**config.mk**
```make
export PLATFORM = sky130hd
export DESIGN_NAME = alu_issue_stage
export DESIGN_NICKNAME = d
export VERILOG_FILES = /design/src/rtl/alu_issue_stage.sv
export SDC_FILE = /design/constraint.sdc
export NUM_CORES = 1
export LEC_CHECK = 0
export CAP_MARGIN = 5
export CORE_MARGIN = 2
export CORE_UTILIZATION = 44
export DETAILED_ROUTE_END_ITERATION = 10
export GPL_TIMING_DRIVEN = 1
export PLACE_DENSITY = 0.73
export SKIP_CTS_REPAIR_TIMING = 1
export SLEW_MARGIN = 40
export SYNTH_ARGS = -nofsm -noshare
export SYNTH_HDL_FRONTEND = slang
export SYNTH_SLANG_ARGS = --single-unit
export TNS_END_PERCENT = 1
```
**constraint.sdc**
```tcl
create_clock -name clk -period 2 [get_ports clk]
set_input_delay 0.4 -clock clk [delete_from_list [all_inputs] [get_ports clk]]
set_output_delay 0.4 -clock clk [all_outputs]
set_load 0.05 [all_outputs]
```
**src/rtl/alu_issue_stage.sv**
```systemverilog
// Decode-and-issue stage in front of the ALU: RV32IM ALU-field decode, operand
// formation, and a 2-entry in-order skid buffer toward the ALU.
module alu_issue_stage #(
    parameter int XLEN = 32
) (
    input  logic            clk,
    input  logic            rst_n,
    input  logic            in_valid,
    output logic            in_ready,
    input  logic [31:0]     in_instr,
    input  logic [XLEN-1:0] in_rs1,
    input  logic [XLEN-1:0] in_rs2,
    input  logic [XLEN-1:0] in_pc,
    input  logic            flush,
    output logic            out_valid,
    input  logic            out_ready,
    output logic [2:0]      func,
    output logic [6:0]      funch,
    output logic [4:0]      mode,
    output logic [XLEN-1:0] ALUin1,
    output logic [XLEN-1:0] ALUin2,
    output logic [4:0]      rd,
    output logic            illegal
);

    localparam logic [4:0] MODE_OP    = 5'b01100;
    localparam logic [4:0] MODE_IMM   = 5'b00100;
    localparam logic [4:0] MODE_LUI   = 5'b01101;
    localparam logic [4:0] MODE_AUIPC = 5'b00101;

    typedef struct packed {
        logic            illegal;
        logic [2:0]      func;
        logic [6:0]      funch;
        logic [4:0]      mode;
        logic [4:0]      rd;
        logic [XLEN-1:0] a1;
        logic [XLEN-1:0] a2;
    } entry_t;

    entry_t     dec;
    entry_t     head_q;
    entry_t     skid_q;
    logic [1:0] cnt_q;
    logic [1:0] cnt_d;
    logic       rdy_q;
    logic       legal;
    logic       acc;
    logic       pop;
    logic [2:0] f3;
    logic [6:0] f7;

    assign f3 = in_instr[14:12];
    assign f7 = in_instr[31:25];

    always_comb begin
        dec      = '0;
        dec.mode = in_instr[6:2];
        dec.rd   = in_instr[11:7];
        legal    = 1'b0;
        if (in_instr[1:0] == 2'b11) begin
            case (in_instr[6:2])
                MODE_OP: begin
                    legal     = (f7 == 7'h00) || (f7 == 7'h01) ||
                                (f7 == 7'h20 && (f3 == 3'b000 || f3 == 3'b101));
                    dec.func  = f3;
                    dec.funch = f7;
                    dec.a1    = in_rs1;
                    dec.a2    = in_rs2;
                end
                MODE_IMM: begin
                    dec.func = f3;
                    dec.a1   = in_rs1;
                    if (f3 == 3'b001 || f3 == 3'b101) begin
                        legal     = (f7 == 7'h00) || (f3 == 3'b101 && f7 == 7'h20);
                        dec.funch = f7;
                        dec.a2    = {{(XLEN-5){1'b0}}, in_instr[24:20]};
                    end else begin
                        legal  = 1'b1;
                        dec.a2 = {{(XLEN-12){in_instr[31]}}, in_instr[31:20]};
                    end
                end
                MODE_LUI: begin
                    legal  = 1'b1;
                    dec.a2 = {in_instr[31:12], 12'b0};
                end
                MODE_AUIPC: begin
                    legal  = 1'b1;
                    dec.a1 = in_pc;
                    dec.a2 = {in_instr[31:12], 12'b0};
                end
                default: legal = 1'b0;
            endcase
        end
        // Unsupported encodings still issue, but with neutral control and operands.
        if (!legal) begin
            dec.func  = '0;
            dec.funch = '0;
            dec.a1    = '0;
            dec.a2    = '0;
        end
        dec.illegal = !legal;
    end

    assign acc = in_valid && rdy_q && !flush;
    assign pop = (cnt_q != 2'd0) && out_ready && !flush;

    always_comb begin
        cnt_d = cnt_q;
        if (flush) begin
            cnt_d = 2'd0;
        end else begin
            case ({acc, pop})
                2'b10:   cnt_d = cnt_q + 2'd1;
                2'b01:   cnt_d = cnt_q - 2'd1;
                default: cnt_d = cnt_q;
            endcase
        end
    end

    always_ff @(posedge clk or negedge rst_n) begin
        if (!rst_n) begin
            cnt_q  <= 2'd0;
            rdy_q  <= 1'b1;
            head_q <= '0;
            skid_q <= '0;
        end else begin
            cnt_q <= cnt_d;
            rdy_q <= (cnt_d != 2'd2);
            if (!flush) begin
                // New entry goes to head when it would otherwise be empty; skid only
                // ever holds the second-oldest entry.
                if (acc && (cnt_q == 2'd0 || pop))
                    head_q <= dec;
                else if (pop && cnt_q == 2'd2)
                    head_q <= skid_q;
                if (acc && cnt_q == 2'd1 && !pop)
                    skid_q <= dec;
            end
        end
    end

    assign in_ready  = rdy_q;
    assign out_valid = (cnt_q != 2'd0);
    assign illegal   = head_q.illegal;
    assign func      = head_q.func;
    assign funch     = head_q.funch;
    assign mode      = head_q.mode;
    assign rd        = head_q.rd;
    assign ALUin1    = head_q.a1;
    assign ALUin2    = head_q.a2;

endmodule

```
# After elaboration in Yosys (flattened, before gate mapping)
# Index checks and enable logic that the tools add are counted.
[word_totals]
register_bits = 173
out_inout_bits = 87
wordCells = 77
[classes]
n_addsub = 2
eq_ne = 14
n_mux = 16
n_bitwise = 1
n_reduce_logical = 28
[ops]
columns = ["cell", "n"]
rows = [
  ["$mux W85", 2],
  ["$mux W64", 2],
  ["$pmux W32 S3", 1],
  ["$pmux W32 S2", 1],
  ["$mux W32", 1],
  ["$mux W10", 2],
  ["$pmux W10 S2", 1],
  ["$eq A5 B3 Y1 const B", 2],
  ["$eq A5 B4 Y1 const B", 2],
  ["$logic_and A1 B1 Y1", 10],
  ["$eq A7 B1 Y1 const B", 1],
  ["$eq A7 B6 Y1 const B", 1],
  ["$logic_not A7 Y1", 1],
  ["$mux W7", 1],
  ["$eq A2 B2 Y1 const B", 3],
  ["$logic_or A1 B1 Y1", 6],
  ["$eq A2 B1 Y1 const B", 2],
  ["$pmux W2 S2", 1],
  ["$reduce_and A2 Y1", 2],
  ["$reduce_bool A2 Y1", 2],
  ["$reduce_or A2 Y1", 2],
  ["$eq A3 B1 Y1 const B", 1],
  ["$eq A3 B3 Y1 const B", 1],
  ["$logic_not A1 Y1", 3],
  ["9 further kinds", 10],
]

# Longest topological paths before layout
# Gate-level depths: netlist of the first run.
[depth]
ltp_word = 8
depth_mapped = 9
depth_no_buf = 9

# Least setup slack after synthesis of the first run
# Ideal clock, no wire load.
[synth_path]
path_kind = "register to register"
from = "register cnt_q[0]"
to = "register head_q, in the netlist ALUin2[10]"
setup_time_ns = 0.137
t_arrival_ns = 2.107
required_time_ns = 1.863
slack_ns = -0.244
path_stages_with_launch = 10
n_path_buf = 2
synth_period_minus_slack_ns = 2.244
path_cell_list = "dfrtp_1 > inv_1 > ha_1 > inv_1 > nand2_1 > a211o_1 > clkbuf_1 > clkbuf_1 > a22oi_1 > o41ai_1"
[synth_between]
elab_chain_cells = 7
word_cells_on_any_way = 11
[synth_rtl]
columns = ["item", "line_no", "rtl"]
rows = [
  ["from (decl)", "44", "logic [1:0] cnt_q;"],
  ["from (signal assigned)", "128", "cnt_q <= cnt_d;"],
  ["$reduce_bool A2 Y1 *", "-", ""],
  ["via out_valid", "15", "output logic out_valid,"],
  ["$logic_and A1 B1 Y1 * (2 in a row)", "106", "assign pop = (cnt_q != 2'd0) && out_ready && !flush;"],
  ["$logic_or A1 B1 Y1", "133", "if (acc && (cnt_q == 2'd0 || pop))"],
  ["$logic_and A1 B1 Y1", "133", ""],
  ["$reduce_bool A2 Y1 (no line)", "-", ""],
  ["$reduce_and A2 Y1 (no line)", "-", ""],
  ["to (signal assigned)", "136", "head_q <= skid_q;"],
  ["to (decl)", "42", "entry_t head_q;"],
]
# The timed path passes the listed nets; every way through them passes the cells marked *.
# A chain may end at the register's enable or synchronous reset.

# Final worst setup path of the first run
[layout_path]
from = "register head_q, in the netlist func[0]"
to = "output func[0]"
[layout_lines]
columns = ["item", "line_no", "rtl"]
rows = [
  ["to (decl)", "17", "output logic [2:0] func,"],
]
# No word-level cell between the ends.

==> results of run 1 <==
sequential cells by signal (all words and copies together) (netlist names):
| name | count |
|---|---|
| func | 3 |
| ALUin2 | 32 |
| mode | 5 |
| in_ready | 1 |
| ALUin1 | 32 |
| funch | 7 |
| illegal | 1 |
| skid_q | 85 |
| rd | 5 |
| cnt_q | 2 |
power breakdown:
part	leakage [nW]	total [W]	internal, W	switching, W
registers	2.37	0.00370	0.00362	0.0000753
logic	3.36	0.00130	0.000578	0.000720
clock network	0.264	0.00308	0.00164	0.00144
final timing paths:
check / from / cells past startpoint / slack (ns) / end
setup reg to reg: cnt_q[1] / 8 / 0.05 / ALUin2[21]
hold reg to reg: skid_q[4] / 2 / 0.48 / skid_q[4]
min in group clk: skid_q[4] / 2 / 0.48 / skid_q[4]
hold / removal: rst_n / 2 / 0.48 / rd[0]
setup / recovery: func[0] / 1 / 0.04 / func[0]
max in group asynchronous: rst_n / 3 / 0.82 / ALUin1[15]
placed cells by master (no fill, tap or decap), types with 7 or more instances in the layout:
cell                              instances
sky130_fd_sc_hd__dfrtp_1                172
sky130_fd_sc_hd__nand2_1                146
sky130_fd_sc_hd__clkdlybuf4s50_1        130
sky130_fd_sc_hd__a22oi_1                 95
sky130_fd_sc_hd__buf_4                   79
sky130_fd_sc_hd__dlymetal6s2s_1          65
sky130_fd_sc_hd__o31ai_1                 44
sky130_fd_sc_hd__a21oi_1                 42
sky130_fd_sc_hd__o21ai_0                 38
sky130_fd_sc_hd__nor2_1                  28
sky130_fd_sc_hd__o21ai_1                 24
sky130_fd_sc_hd__o31ai_2                 21
sky130_fd_sc_hd__buf_12                  20
sky130_fd_sc_hd__o22ai_1                 19
sky130_fd_sc_hd__clkbuf_16               17
sky130_fd_sc_hd__mux2i_1                  9
sky130_fd_sc_hd__a22o_1                   7
sky130_fd_sc_hd__mux2_2                   7
kinds of logic after synthesis:
family                     after synthesis  share of synthesized area
adders and majority gates                5                    0.00790
DFF                                    173                      0.547
and+or+nand+nor                        210                      0.115
buffers and inverters                   71                     0.0408
xor gates and xnor gates                 1                    0.00111
AOI/OAI and AO/OA                      304                      0.267
muxes                                   16                     0.0213
cell type report:
| cell class | count | share of cell area |
|---|---|---|
| flip-flops and latches | 173 | 0.368 |
| multi-input cells | 536 | 0.290 |
| repair buffers | 299 | 0.269 |
| clock buffers | 18 | 0.0374 |
| well taps | 229 | 0.0244 |
| clock inverters | 14 | 0.00916 |
| inverters | 5 | 0.00192 |
stage by stage:
step	area [sq um]	setup TNS (ns)	util	power, W
after floorplan	7940	-0.162	-	0.00431
after global placement	10900	-44.07	0.612	0.00503
after detailed placement	10900	-59.05	0.612	0.00505
after CTS	11500	-1.60	0.643	0.00814
after global routing	11800	-0.307	0.659	0.00841
final	11800	0	0.659	0.00808
routing by layer:
| metal | part of all wire | global-route usage | wire length [um] |
|---|---|---|---|
| met2 | 0.47 | 0.394 | 11300 |
| met4 | 0.019 | 0.0773 | 454 |
| met3 | 0.074 | 0.0675 | 1770 |
| met1 | 0.43 | 0.355 | 10400 |
| met5 | 0 | 0 | 0 |
==> impl_metrics.ini, run 1 <==
[floorplan]
io_pins = 220
design.core.area_sq_mm = 0.0178
initial_core_util = 0.444
placementRows = 49
die_width_um = 138
floorplan.die.height_um = 138
die_area_sq_mm = 0.0191

[timing]
finClkSkew_ns = 0.00907
setup-violations-final = 0
period_share = 0.981
worst_pin_slew_ns = 0.540
rsz0062_at_grt = yes
hold_slack_ns = 0.475
post-route-min-period_ns = 1.96
final_max_slew_viol_count = 0
max_slew_margin = 0.639
hold_viol = 0
max_freq_mhz = 510
postLayoutSetupSlackWorst_ns = 0.0388

[yosys]
netlist.top_cell.by_area = sky130_fd_sc_hd__dfrtp_1
synth_enable_flop_cells = 0
seq_area_frac_synth = 0.547
netlist-cell-type-count = 48
post-synth-top-count-cell = sky130_fd_sc_hd__dfrtp_1
yosys_most_used_dff = sky130_fd_sc_hd__dfrtp_1
syn_nets = 918
portion_of_synthesized_cell_area_occupied_by_the_leading_cell_type = 0.543
synthesis.area_per_instance_sq_um = 10.2
synth_top_cells_by_area = sky130_fd_sc_hd__dfrtp_1 (54%), sky130_fd_sc_hd__a22oi_1 (9.0%), sky130_fd_sc_hd__nand2_1 (7.0%)
syn-instance-count = 780
async_reset_ff_frac = 1.00
register_bit_count_reported_by_yosys = 173
synth.yosys.warnings = 0
synthTopCellsByCount = sky130_fd_sc_hd__dfrtp_1 (172), sky130_fd_sc_hd__nand2_1 (147), sky130_fd_sc_hd__a22oi_1 (95)
post_synth_design_cell_area_sq_mm = 0.00792

[finish]
layout-drive-gt1-share = 0.181
finalNonFillerCells = 1274
area_growth_syn_to_layout_pct = 48.4
antenna-diode-count = 0
fillCellCount = 1400
final_net_count = 1170
multi_input_combinational_cell_area_sq_mm = 0.00341
register_area_sq_mm = 0.00433

[clock_network]
cts_buffers = 17
clock_network_latency_to_the_later_pin_of_the_worst_skew_pair_ns = 0.42
cts.htree.levels = 4
clkTransAtPathRegs_ns = 0.07
root_buffer = sky130_fd_sc_hd__clkbuf_16
clockBufferDepth = 2
tritoncts_num_sinks = 173
cts_tree = yes

[setup_path]
timing.critical_path.slowest_cell_delay_ns = 0.80
cp.buffers_inverters = 1
timing.critical_path.fanout_max = 2
critical-path-slowest-cell = sky130_fd_sc_hd__clkdlybuf4s50_1
worstPathArrival_ns = 1.56
crit_type = flop to primary output
worstSetupStartpointType = flop
crit_path_end_kind = primary output
worst_ep_required_time_ns = 1.60
crit_chain = clkdlybuf4s50_1
worst_path_dominant_cell_family = buffers and inverters

[run]
cap_violations = 0

[pwr]
pwr_density_cell_mw_per_mm2 = 687
vdd_drop_max_mv = 0.607
power_leakage_nw = 6.00

[route]
vias_per_cell = 5.59
wl_per_cell_um = 18.7
detailroute.via_count = 7122
ant_nets = 0
drt_first_iter_violations = 515
drt-total-wl_um = 23900
detail_route.drc_violations = 0
detail_route.first_pass.iterations = 5

[hold_path]
hp-class = primary input to async pin

[placement]
place_ws_ns = -0.494
count_of_port_buffers_added_during_placement = 219
gpl.final_weighted_congestion = 0.850
dp_cells = 1240
post_dp_hpwl_um = 16700

[global_routing]
antenna_found_initial = 0
grt_pass1_wl_um = 39000
grt_max_degree = 60
grt_remaining_overflow = 0
first_global_vias = 7214
grt_use_total = 0.255

[run_status]
outcome = finished clean
No activity file was read; power rests on OpenSTA's default activity.
==> run 2: changes to the inputs <==
--- a/config.mk
+++ b/config.mk
@@ -10,9 +10,9 @@
 export CORE_UTILIZATION = 44
 export DETAILED_ROUTE_END_ITERATION = 10
 export GPL_TIMING_DRIVEN = 1
+export MAX_ROUTING_LAYER = met4
 export PLACE_DENSITY = 0.73
 export SKIP_CTS_REPAIR_TIMING = 1
-export SLEW_MARGIN = 40
 export SYNTH_ARGS = -nofsm -noshare
 export SYNTH_HDL_FRONTEND = slang
 export SYNTH_SLANG_ARGS = --single-unit
==> impl_metrics.ini, run 2 (synthesized netlist as in run 1, its figures left out) <==
[run_status]
outcome = finished clean

[setup_path]
worst_ep_required_time_ns = 1.60
timing.critical_path.slowest_cell_delay_ns = 0.80
regToRegStartpoint = cnt_q[1]
crit_type = flop to primary output
worstSetupStartpointType = flop
worst_path_dominant_cell_family = buffers and inverters
critical-path-slowest-cell = sky130_fd_sc_hd__clkdlybuf4s50_1
rr_endpoint = ALUin2[23]
crit_chain = clkdlybuf4s50_1
timing.critical_path.fanout_max = 2
cp.buffers_inverters = 1
worstPathArrival_ns = 1.57
worstRegToRegCells = 8
r2r_slack_ns = 0.09
crit_path_end_kind = primary output

[placement]
post_dp_hpwl_um = 16700
gpl.final_weighted_congestion = 0.864
dp_cells = 1240
count_of_port_buffers_added_during_placement = 219

[floorplan]
die_width_um = 138
floorplan.die.height_um = 138
io_pins = 220
die_area_sq_mm = 0.0191
initial_core_util = 0.444
placementRows = 49
design.core.area_sq_mm = 0.0178

[timing]
final_max_slew_viol_count = 0
rsz0062_at_grt = yes
max_freq_mhz = 509
max_slew_margin = 0.634
worst_pin_slew_ns = 0.547
post-route-min-period_ns = 1.97
setup-violations-final = 0
finClkSkew_ns = 0.00571
period_share = 0.983
hold_viol = 0

[clock_network]
cts_buffers = 17
cts.htree.levels = 4
cts_tree = yes
clock_network_latency_to_the_later_pin_of_the_worst_skew_pair_ns = 0.42
tritoncts_num_sinks = 173
root_buffer = sky130_fd_sc_hd__clkbuf_16
clockBufferDepth = 2
clkTransAtPathRegs_ns = 0.07

[route]
drt-total-wl_um = 23900
detailroute.via_count = 7136
vias_per_cell = 5.60
drt_first_iter_violations = 551
detail_route.first_pass.iterations = 5
detail_route.drc_violations = 0
wl_per_cell_um = 18.8
ant_nets = 0

[global_routing]
antenna_found_initial = 0
global_routing_usage_on_met1 = 0.362
grt_use_total = 0.263
grt_max_degree = 60
met2_usage = 0.391
globalRoute.busiestLayer = met2
grt_pass1_wl_um = 39100
first_global_vias = 7209
grt_util_met3 = 0.0658
grt_remaining_overflow = 0

[finish]
final_net_count = 1170
finalNonFillerCells = 1274
largest_register = skid_q
register_area_sq_mm = 0.00433
layout_common_cells = sky130_fd_sc_hd__dfrtp_1 (172), sky130_fd_sc_hd__nand2_1 (145), sky130_fd_sc_hd__clkdlybuf4s50_1 (129)
fillCellCount = 1396
largest_register_ff_count = 85
layout-drive-gt1-share = 0.184
antenna-diode-count = 0
multi_input_combinational_cell_area_sq_mm = 0.00341
area_growth_syn_to_layout_pct = 48.4
mostFrequentLayoutCell = sky130_fd_sc_hd__dfrtp_1
finalCoreUtilization = 0.659

[hold_path]
worstHoldStart = skid_q[4]
worst_hold_path.endpoint = skid_q[4]
hp-class = flop to flop
min_delay_path_depth = 2

[pwr]
vdd_drop_max_mv = 0.608
pwr_density_cell_mw_per_mm2 = 688
p_total_w = 0.00808
power_leakage_nw = 6.01

[run]
cap_violations = 0
-- run 2: cell types whose count changed in the layout (fill, tap and decap cells not counted), sizes merged --
| cell | before | now |
|---|---|---|
| clkdlybuf4s50 | 130 | 129 |
| dlymetal6s2s | 65 | 66 |
-- run 2: area by class of cell --
type	instances	area share
flip-flops and latches	173	0.368
multi-input cells	536	0.291
repair buffers	299	0.268
clock buffers	18	0.0374
well taps	229	0.0244
clock inverters	14	0.00916
inverters	5	0.00192
-- run 2: metrics by stage --
| step | hold slack [ns] | TNS, ns | setup WS [ns] | area, sq um |
|---|---|---|---|---|
| after floorplan | 0.104 | -0.162 | -0.0290 | 7940 |
| after global placement | 0.373 | -44.07 | -0.376 | 10900 |
| after detailed placement | 0.379 | -59.05 | -0.494 | 10900 |
| after CTS | -0.0831 | -1.60 | -0.0769 | 11500 |
| after global routing | 0.495 | -0.411 | -0.0634 | 11800 |
| final | 0.476 | 0 | 0.0348 | 11800 |
-- run 2: routing by layer --
| metal | share of wire | up-vias |
|---|---|---|
| li1 | - | 3370 |
| met5 | 0 | - |
| met1 | 0.45 | 3469 |
| met2 | 0.47 | 267 |
| met3 | 0.067 | 30 |
| met4 | 0.019 | 0 |
-- run 2: how the worst max path moves through the flow --
stage,from,end,slack [ns],cells past startpoint
after floorplan,in_ready,ALUin2[0],-0.03,7
after global placement,in_instr[27],skid_q[83],-0.38,7
after detailed placement,in_instr[27],skid_q[31],-0.49,7
after CTS,ALUin2[17],ALUin2[17],-0.08,1
after global routing,in_instr[3],skid_q[81],-0.06,7
final,func[0],func[0],0.03,1
-- run 2: report_power, final --
group | internal (W) | total (W) | switching (W) | leakage, nW
clock | 0.00164 | 0.00308 | 0.00144 | 0.264
combinational | 0.000578 | 0.00130 | 0.000719 | 3.37
sequential | 0.00362 | 0.00370 | 0.0000763 | 2.37
